### src/rtl/ram_port_arbiter.sv
// Single-port RAM arbiter: read-priority scan reader vs. SPI packer writer.
// Writer owns region pointers; a bounded read run guarantees write progress.
module ram_port_arbiter #(
  parameter int ADDR_W     = 12,
  parameter int CMD_BASE   = 0,
  parameter int CMD_SIZE   = 64,
  parameter int DATA_BASE  = 64,
  parameter int DATA_SIZE  = 3072,
  parameter int MAX_RD_RUN = 4
) (
  input  logic              CLK,
  input  logic              RST_n,
  input  logic              i_W_valid,
  input  logic [15:0]       i_W_data,
  input  logic              i_W_mode,
  output logic              o_W_ready,
  input  logic              i_R_req,
  input  logic [ADDR_W-1:0] i_R_addr,
  output logic              o_R_ack,
  output logic              o_R_valid,
  output logic [15:0]       o_R_data,
  output logic [ADDR_W-1:0] o_ram_addr,
  output logic [15:0]       o_ram_wdata,
  output logic              o_ram_we,
  input  logic [15:0]       i_ram_rdata,
  output logic              o_frame_done
);

  localparam int RUN_W = $clog2(MAX_RD_RUN + 1);

  localparam logic [ADDR_W-1:0] CMD_FIRST  = ADDR_W'(CMD_BASE);
  localparam logic [ADDR_W-1:0] CMD_LAST   = ADDR_W'(CMD_BASE + CMD_SIZE - 1);
  localparam logic [ADDR_W-1:0] DATA_FIRST = ADDR_W'(DATA_BASE);
  localparam logic [ADDR_W-1:0] DATA_LAST  = ADDR_W'(DATA_BASE + DATA_SIZE - 1);
  localparam logic [RUN_W-1:0]  RUN_MAX    = RUN_W'(MAX_RD_RUN);

  logic [RUN_W-1:0]  run_q, run_d;
  logic [ADDR_W-1:0] cptr_q, cptr_d;
  logic [ADDR_W-1:0] dptr_q, dptr_d;
  logic              mode_q, mode_d;
  logic [ADDR_W-1:0] addr_q, addr_d;
  logic [15:0]       wdata_q, wdata_d;
  logic              we_q, we_d;
  logic              fd_q, fd_d;
  logic [1:0]        rv_q, rv_d;
  logic              rd_gnt, wr_gnt;
  logic [ADDR_W-1:0] wa;

  assign rd_gnt = i_R_req & (~i_W_valid | (run_q < RUN_MAX));
  assign wr_gnt = i_W_valid & ~rd_gnt;

  assign o_R_ack      = rd_gnt;
  assign o_W_ready    = wr_gnt;
  assign o_ram_addr   = addr_q;
  assign o_ram_wdata  = wdata_q;
  assign o_ram_we     = we_q;
  assign o_frame_done = fd_q;
  assign o_R_valid    = rv_q[1];
  assign o_R_data     = rv_q[1] ? i_ram_rdata : 16'h0000;

  always_comb begin
    run_d   = run_q;
    cptr_d  = cptr_q;
    dptr_d  = dptr_q;
    mode_d  = mode_q;
    addr_d  = addr_q;
    wdata_d = wdata_q;
    we_d    = 1'b0;
    fd_d    = 1'b0;
    rv_d    = {rv_q[0], rd_gnt};
    wa      = cptr_q;

    if (!i_W_valid || wr_gnt) begin
      run_d = '0;
    end else if (rd_gnt && run_q != RUN_MAX) begin
      run_d = run_q + 1'b1;
    end

    if (rd_gnt) begin
      addr_d = i_R_addr;
    end

    if (wr_gnt) begin
      we_d    = 1'b1;
      wdata_d = i_W_data;
      mode_d  = i_W_mode;
      if (i_W_mode) begin
        // a command->data transition always opens a fresh frame
        wa     = mode_q ? dptr_q : DATA_FIRST;
        fd_d   = (wa == DATA_LAST);
        dptr_d = fd_d ? DATA_FIRST : wa + 1'b1;
      end else begin
        wa     = cptr_q;
        cptr_d = (cptr_q == CMD_LAST) ? CMD_FIRST : cptr_q + 1'b1;
      end
      addr_d = wa;
    end
  end

  always_ff @(posedge CLK or negedge RST_n) begin
    if (!RST_n) begin
      run_q   <= '0;
      cptr_q  <= CMD_FIRST;
      dptr_q  <= DATA_FIRST;
      mode_q  <= 1'b0;
      addr_q  <= '0;
      wdata_q <= '0;
      we_q    <= 1'b0;
      fd_q    <= 1'b0;
      rv_q    <= '0;
    end else begin
      run_q   <= run_d;
      cptr_q  <= cptr_d;
      dptr_q  <= dptr_d;
      mode_q  <= mode_d;
      addr_q  <= addr_d;
      wdata_q <= wdata_d;
      we_q    <= we_d;
      fd_q    <= fd_d;
      rv_q    <= rv_d;
    end
  end

endmodule

### config.mk
export PLATFORM = sky130hd
export DESIGN_NAME = ram_port_arbiter
export DESIGN_NICKNAME = d
export VERILOG_FILES = /design/src/rtl/ram_port_arbiter.sv
export SDC_FILE = /design/constraint.sdc
export NUM_CORES = 1
export LEC_CHECK = 0
export BUFFER_PORTS_ARGS = -buffer_cell sky130_fd_sc_hd__buf_2
export CAP_MARGIN = 10
export CORE_MARGIN = 4
export CORE_UTILIZATION = 45
export CTS_CLUSTER_DIAMETER = 120
export DETAILED_ROUTE_END_ITERATION = 12
export PLACE_DENSITY = 0.74
export SYNTH_ARGS = -nofsm -noshare
export SYNTH_HDL_FRONTEND = slang
export SYNTH_SLANG_ARGS = --single-unit
### constraint.sdc
create_clock -name CLK -period 3.5 [get_ports CLK]
set_input_delay 0.175 -clock CLK [delete_from_list [all_inputs] [get_ports CLK]]
set_output_delay 0.175 -clock CLK [all_outputs]
set_load 0.1 [all_outputs]
==> flow_summary.toml, run 1 <==
[grt]
top_usage_layer = "met2"
grt_util_all_layers_pct = 19.6
grt_pass1_wl_um = 11900
use_met1_pct = 27.0
grt_overflow_total = 0
grt_util_met2_pct = 30.7
grt_pass1_vias = 2512
grt_antenna_before_repair = 0
use_met3_pct = 5.71
grt_start_max_net_pins = 38

[floorplan]
rows = 29
start_util_pct = 46.6
dieWidth_um = 89.3
core_um2 = 6390
die-height_um = 89.3
io_pins = 98
dieArea_um2 = 7970

[sta]
tightest_slew_ns = 0.808
fin_crit_ns = 2.37
max_freq_mhz = 421
tns_ns = 0
period_share_pct = 67.8
max_slew_margin_pct = 46.1
finClkSkew_ns = 0.00594
drv_slew = 0
final-hold-violation-count = 0
setup_viol = 0
rsz0062_at_grt = "no"

[worst_setup_path]
worst_ep_arrival_time_ns = 2.63
critPathCaptureType = "register"
crit_type = "register to register"
required_ns = 3.75
cp_max_fo = 24
cp-start-kind = "register"

[drt]
post-route-drc-count = 0
antenna_left = 0
viasPerCell = 5.43
wl_per_cell_um = 15.1
wirelength_um = 7590
drtIter0Drc = 193
dr.pass1.iters = 4
vias = 2732

[logic_synthesis]
synth.net_count = 380
ys_ff_latch = 60
netlist_instances = 327
async_reset_ff_share_pct = 100
ys.flop_type = "dfrtp_1"
yosys_warnings = 0
synth.distinct_cells = 47
ys_seq_area_share_pct = 50.5
avgSynthCellArea_um2 = 9.09
yosysTopAreaCell = "dfrtp_1"
yosysMostFrequentCell = "nand2_1"
synth_edf_count = 0
yosys-top-cells-area = "dfrtp_1 50%, nand2_1 9.3%, nand3_1 3.7%"
netlist.area_leader.share_pct = 49.7
yosys-top-cells-count = "74 x nand2_1, 59 x dfrtp_1, 22 x nand3_1, 18 x nor2_1, 17 x and2_1"
syn_area_um2 = 2970

[power_and_ir_drop]
vdd_drop_max_mv = 0.413
p_total_w = 0.00207
leakage_nw = 1.86
p_per_area_nw_per_um2 = 561

[clock_network]
htree_levels = 3
clock_path_buffers = 2
cts_tree = "built"
cts.sinks = 60
cts_hold_buf = 1
cts_root_buf = "clkbuf_8"
cts-resized-gates = 0
post_cts_buffers = 0
clkSlewWorstSetupHoldPaths_ns = 0.06
clk_latency_ns = 0.33
cts_buffers = 9

[placed_design]
gp_congestion = 0.863
io_buffers = 97
dp_hpwl_um = 5600
placed_cell_area_um2 = 3500

[job]
max_cap_viol_count = 0

[finish]
fin_nets = 476
area_delta_synth_final_pct = 24.1
drive_gt1_share_pct = 29.3
n_antenna_cell = 0
fin_util_pct = 57.8
nFillCells = 594
final_area_um2 = 3690

[status]
outcome = "finished, final reports clean"

[hold_path]
hold_class = "input port to register"
[cells by family (layout without fill, tap and decap cells)]
logic type	count (synthesis)	count (layout)	share of synthesized area (%)
AO/OA/AOI/OAI	59	59	13.0
XOR/XNOR	7	7	2.06
adder cells (fa/ha/maj)	4	4	1.68
buffers and inverters	28	127	3.87
flip-flops	60	60	50.5
multiplexers	6	6	2.10
AND/OR/NAND/NOR	163	163	26.8
[critical path, cell delays in order, from the launching register on]
cell and delay [ns]:
dfrtp_1 0.79, nand2_1 0.15, inv_1 0.10, ha_1 0.19, nand3_1 0.14, nor2_2 0.25, nand4_1 0.21, o31a_1 0.32
a31oi_1 0.13
[per-stage QoR]
step                cells  setup WS, ns  hold WS, ns
finish                503          1.13       0.0322
global route          503         0.938       0.0191
CTS                   503          1.15       0.0195
detailed placement    488          1.20        0.321
global placement      488          1.31        0.309
floorplan             327          1.33       -0.121
[sequential cells by signal (all words and copies together) (netlist names)]
register and count:
mode_q 1, o_ram_we 1, o_ram_addr 12, dptr_q 12
run_q 3, o_ram_wdata 16, rv_q 2, o_frame_done 1
cptr_q 12
[final cells by class]
class	count	area, um2	share of cell area (%)
Tap cell	77	96.3	2.61
Sequential cell	60	1500	40.7
Multi-Input combinational cell	239	1360	36.7
Inverter	13	48.8	1.32
Clock inverter	2	10.0	0.271
Timing Repair Buffer	100	510	13.8
Clock buffer	12	165	4.48
[cell usage in the layout, fill, tap and decap left out, types with 6 or more instances in the layout]
cell / synthesis / final
dfrtp_1: 59 / 59
nand2_1: 74 / 74
nand3_1: 22 / 22
a31oi_1: 6 / 6
nor3b_1: 6 / 6
o21ai_0: 13 / 13
buf_2: 8 / 97
a21oi_1: 15 / 15
and2_1: 17 / 17
nor2_1: 18 / 18
clkbuf_8: 0 / 12
inv_1: 11 / 11
[power breakdown]
part,switching (W),internal [W]
sequential,0.0000858,0.000775
clock,0.000251,0.000304
combinational,0.000520,0.000132
[path summary, 6_finish.rpt]
kind	startpoint	cells after the start	slack [ns]	endpoint
worst max-delay path	mode_q	8	1.13	dptr_q[10]
worst min-delay path	i_W_data[1]	3	0.03	o_ram_wdata[1]
worst max register to register	mode_q	8	1.13	dptr_q[10]
min in group asynchronous	RST_n	2	0.48	o_ram_addr[0]
max in group asynchronous	RST_n	3	2.20	o_ram_wdata[13]
worst min register to register	rv_q[0]	0	0.44	rv_q[1]
[metal layers]
layer | vias up | share of wire (%)
met5 | - | 0
met2 | 107 | 47
met4 | 0 | 1.1
met1 | 1296 | 42
li1 | 1321 | -
met3 | 8 | 9.0
Power figures use the tool's default switching activity.
==> inputs of run 2 (changes only) <==
PLACE_DENSITY = 0.77   (was 0.74)
clock period = 2 ns   (was 3.5 ns; I/O delays follow)
==> run 2 against run 1 <==
Register-to-register slack lost 0.96 ns; critical path depth shrank 4; non-clock buffer count grew 21; routed wire length grew 7.7%; flip-flop and latch count is the same; final area grew 6.7%; count of clock-buffer cells in the layout shrank 1; clock skew shrank 0.0014 ns; worst hold slack gained 0.0052 ns; sequential share of layout area shrank 2.6 points; core utilization grew 3.9 points; critical path type is now register to primary output; critical endpoint is now o_W_ready; largest cell class unchanged; highest routed layer unchanged.
==> flow_summary.toml, run 2 (synthesis results as in run 1) <==
[drt]
viasPerCell = 5.42
dr.pass1.iters = 5
wirelength_um = 8170
antenna_left = 0
drtIter0Drc = 338
vias = 2848
post-route-drc-count = 0
wl_per_cell_um = 15.6

[sta]
period_share_pct = 93.9
fin_crit_ns = 1.88
hold_slack_ns = 0.0374
tns_ns = 0
final-hold-violation-count = 0
drv_slew = 0
finClkSkew_ns = 0.00453
max_freq_mhz = 532
max_slew_margin_pct = 64.0
setup_viol = 0
tightest_slew_ns = 0.541

[placed_design]
io_buffers = 97
dp_hpwl_um = 5810
gp_congestion = 0.886
placedCellCount = 492

[finish]
instances_no_fill = 525
fin_nets = 497
nFillCells = 538
area_delta_synth_final_pct = 32.4
final_common_cell = "buf_2"
drive_gt1_share_pct = 31.3
largest_reg_flops = 16
n_antenna_cell = 0
final_cell_mix = "96 x buf_2, 74 x nand2_1, 59 x dfrtp_1"
fin_util_pct = 61.6

[clock_network]
clk_latency_ns = 0.34
cts_root_buf = "clkbuf_8"
clock_path_buffers = 2
cts_buffers = 9
cts_tree = "built"
post_cts_buffers = 0
clkSlewWorstSetupHoldPaths_ns = 0.07
cts.sinks = 60
htree_levels = 3

[power_and_ir_drop]
leakage_nw = 1.96
vdd_drop_max_mv = 0.778
p_per_area_nw_per_um2 = 931

[floorplan]
io_pins = 98
rows = 29
core_um2 = 6390
die-height_um = 89.3
dieWidth_um = 89.3
dieArea_um2 = 7970
start_util_pct = 46.6

[grt]
grt_start_max_net_pins = 39
grt_antenna_before_repair = 0
grt_pass1_wl_um = 13000
grt_overflow_total = 0
grt_util_all_layers_pct = 21.3
grt_pass1_vias = 2827

[worst_setup_path]
critPathCaptureType = "primary output"
crit_type = "register to primary output"
worst_ep_arrival_time_ns = 1.78
cp_max_fo = 25
required_ns = 1.90
cp-start-kind = "register"

[job]
max_cap_viol_count = 0

[status]
outcome = "finished, final reports clean"

[hold_path]
hold_class = "input port to register"
run 2: cell count changes in the layout (fill, tap and decap cells not counted), sizes merged:
cell,previous run,this run
clkinvlp,0,2
clkbuf,12,11
dlygate4sd3,1,18
buf,99,103
run 2: per-stage QoR:
stage                     instance area (um2)  setup WS (ns)  total power [W]
after detailed placement                 3570          0.229          0.00269
after global placement                   3570          0.275          0.00267
after global routing                     3940       -0.00225          0.00384
final                                    3940          0.122          0.00366
after floorplan                          2990        -0.0103          0.00242
after CTS                                3930          0.122          0.00370
run 2: layout make-up:
class / count / area (um2) / share of cell area [%]
Tap cell: 77 / 96.3 / 2.45
Timing Repair Buffer: 121 / 738 / 18.8
Multi-Input combinational cell: 239 / 1370 / 34.9
Clock buffer: 11 / 151 / 3.85
Clock inverter: 4 / 25.0 / 0.636
Inverter: 13 / 48.8 / 1.24
Sequential cell: 60 / 1500 / 38.2
run 2: final timing paths:
kind	to	from	cells past startpoint	slack, ns
max	o_W_ready	run_q[2]	4	0.12
min	o_ram_addr[7]	i_R_addr[7]	3	0.04
max reg2reg	dptr_q[10]	mode_q	7	0.17
min reg2reg	rv_q[1]	rv_q[0]	0	0.39
max in group asynchronous	dptr_q[6]	RST_n	3	1.06
min in group asynchronous	o_ram_addr[1]	RST_n	2	0.28
run 2: timing repair:
| item | CTS | global route |
|---|---|---|
| endpoints found under the hold margin | 39 | 0 |
| gates resized for setup | 0 | 1 |
| setup endpoints to repair | 0 | 1 |
| hold buffers | 18 | 0 |
run 2: routing by layer:
layer | routed length [um] | track usage (%) | share of wire, % | vias to the layer above
met4 | 120 | 6.63 | 1.5 | 0
met5 | 0 | 0 | 0 | -
li1 | - | - | - | 1358
met3 | 769 | 5.71 | 9.4 | 14
met2 | 3930 | 35.4 | 48 | 144
met1 | 3350 | 27.0 | 41 | 1332
run 2: power by group:
group | total (W) | internal [W] | switching, W
registers | 0.00149 | 0.00136 | 0.000135
clock network | 0.000964 | 0.000505 | 0.000459
logic | 0.00121 | 0.000268 | 0.000942
run 2: worst max-delay path: stages (launching register included):
cell and delay [ns]:
dfrtp_1 0.46, or2b_1 0.19, nand2_1 0.16, inv_2 0.38
buf_12 0.24
==> inputs of run 3 (changes only) <==
CORE_ASPECT_RATIO = 2   (was default)
==> run 3 against run 2 <==
Flip-flop and latch count stayed put; critical path depth unchanged; worst setup slack worse by 0.0050 ns; count of clock-buffer cells in the layout is 1 lower; clock skew grew 0.0014 ns; cell count up 1.7%; core utilization rose by 2.2 points; register-to-register slack hardly changed; highest routed layer unchanged; global-route usage grew 0.73 points; final area increased by 3.1%; sequential share of layout area decreased by 1.1 points.
==> flow_summary.toml, run 3 (synthesis results as in run 1) <==
[grt]
grt_overflow_total = 0
grt_pass1_wl_um = 13300
grt_pass1_vias = 2845
grt_util_all_layers_pct = 22.0
grt_start_max_net_pins = 42
grt_antenna_before_repair = 0

[sta]
drv_slew = 0
tightest_slew_ns = 0.500
finClkSkew_ns = 0.00596
max_freq_mhz = 531
setup_slack_ns = 0.117
setup_viol = 0
final-hold-violation-count = 0
period_share_pct = 94.2
fin_crit_ns = 1.88
rsz0062_at_grt = "no"
max_slew_margin_pct = 66.5

[finish]
fin_nets = 497
largest_reg_flops = 16
drive_gt1_share_pct = 31.5
multi_input_comb_area_um2 = 1370
final_area_um2 = 4060
n_antenna_cell = 0
seq_area_um2 = 1500
final_cell_mix = "96 x buf_2, 74 x nand2_1, 59 x dfrtp_1"
final_common_cell = "buf_2"
area_delta_synth_final_pct = 36.4
nFillCells = 555
instances_no_fill = 534
fin_util_pct = 63.8

[drt]
wirelength_um = 8300
vias = 2833
wl_per_cell_um = 15.5
viasPerCell = 5.31
drtIter0Drc = 169
dr.pass1.iters = 4
antenna_left = 0
post-route-drc-count = 0

[status]
outcome = "finished, final reports clean"

[worst_setup_path]
cp_max_fo = 7
required_ns = 1.90
critPathCaptureType = "primary output"
crit_type = "register to primary output"
cp-start-kind = "register"
worst_ep_arrival_time_ns = 1.78

[clock_network]
clk_latency_ns = 0.33
cts_tree = "built"
cts_buffers = 9
clock_path_buffers = 2
htree_levels = 3
cts.sinks = 60
cts_root_buf = "clkbuf_16"
clkSlewWorstSetupHoldPaths_ns = 0.05

[power_and_ir_drop]
leakage_nw = 2.02
vdd_drop_max_mv = 0.706
p_total_w = 0.00421
p_per_area_nw_per_um2 = 1040

[placed_design]
io_buffers = 97
placed_cell_area_um2 = 3590
dp_hpwl_um = 6170
placedCellCount = 502
preCtsSetupSlack_ns = 0.189
gp_congestion = 0.900

[hold_path]
hold_class = "input port to register"

[job]
max_cap_viol_count = 0

[floorplan]
core_um2 = 6360
rows = 41
die-height_um = 123
io_pins = 98
dieWidth_um = 65.5
dieArea_um2 = 8050
start_util_pct = 46.7
==> run 3: path summary, 6_finish.rpt <==
check                             from  cells after the start  slack (ns)         endpoint
setup / recovery              run_q[2]                      4        0.12          o_R_ack
hold reg to reg                rv_q[0]                      0        0.35          rv_q[1]
min in group asynchronous        RST_n                      2        0.29  o_ram_wdata[14]
hold / removal             i_R_addr[1]                      3        0.02    o_ram_addr[1]
max in group asynchronous        RST_n                      3        1.05        dptr_q[6]
setup reg to reg             dptr_q[0]                      8        0.18       dptr_q[10]
==> run 3: per-stage QoR <==
step,TNS (ns),hold slack [ns]
3_3_place_gp,0,0.0823
4_1_cts,0,0.0164
5_1_grt,0,0.0311
2_1_floorplan,-0.0103,-0.196
3_5_place_dp,0,0.0962
6_report,0,0.0233
==> run 3: power breakdown <==
| group | switching [W] | internal, W |
|---|---|---|
| clock | 0.000525 | 0.000982 |
| combinational | 0.000944 | 0.000270 |
| sequential | 0.000132 | 0.00136 |
==> run 3: worst max-delay path: stages, from the launching register on <==
cell,delay [ns]
dfrtp_1,0.44
nand2_1,0.09
nand2_1,0.22
inv_1,0.24
buf_2,0.47
==> run 3: repair_timing <==
item                                   4_1_cts  5_1_grt
hold buffers                                17        0
endpoints found under the hold margin       35        0
setup buffers                                0        0
gates resized for setup                      0        2
setup endpoints to repair                    0        2
==> run 3: cell type report <==
class	count	share of cell area (%)
sequential	60	37.0
multi-input combinational	239	33.7
timing repair buffer	121	18.1
clock buffer	10	5.89
tap	86	2.65
clock inverter	5	1.30
inverter	13	1.26
==> run 3: routing by layer <==
metal	share of wire [%]	vias up	global-route usage [%]
li1	-	1360	-
met1	35	1341	21.9
met2	56	117	41.8
met3	6.8	15	5.00
met4	1.7	0	10.1
met5	0	-	0
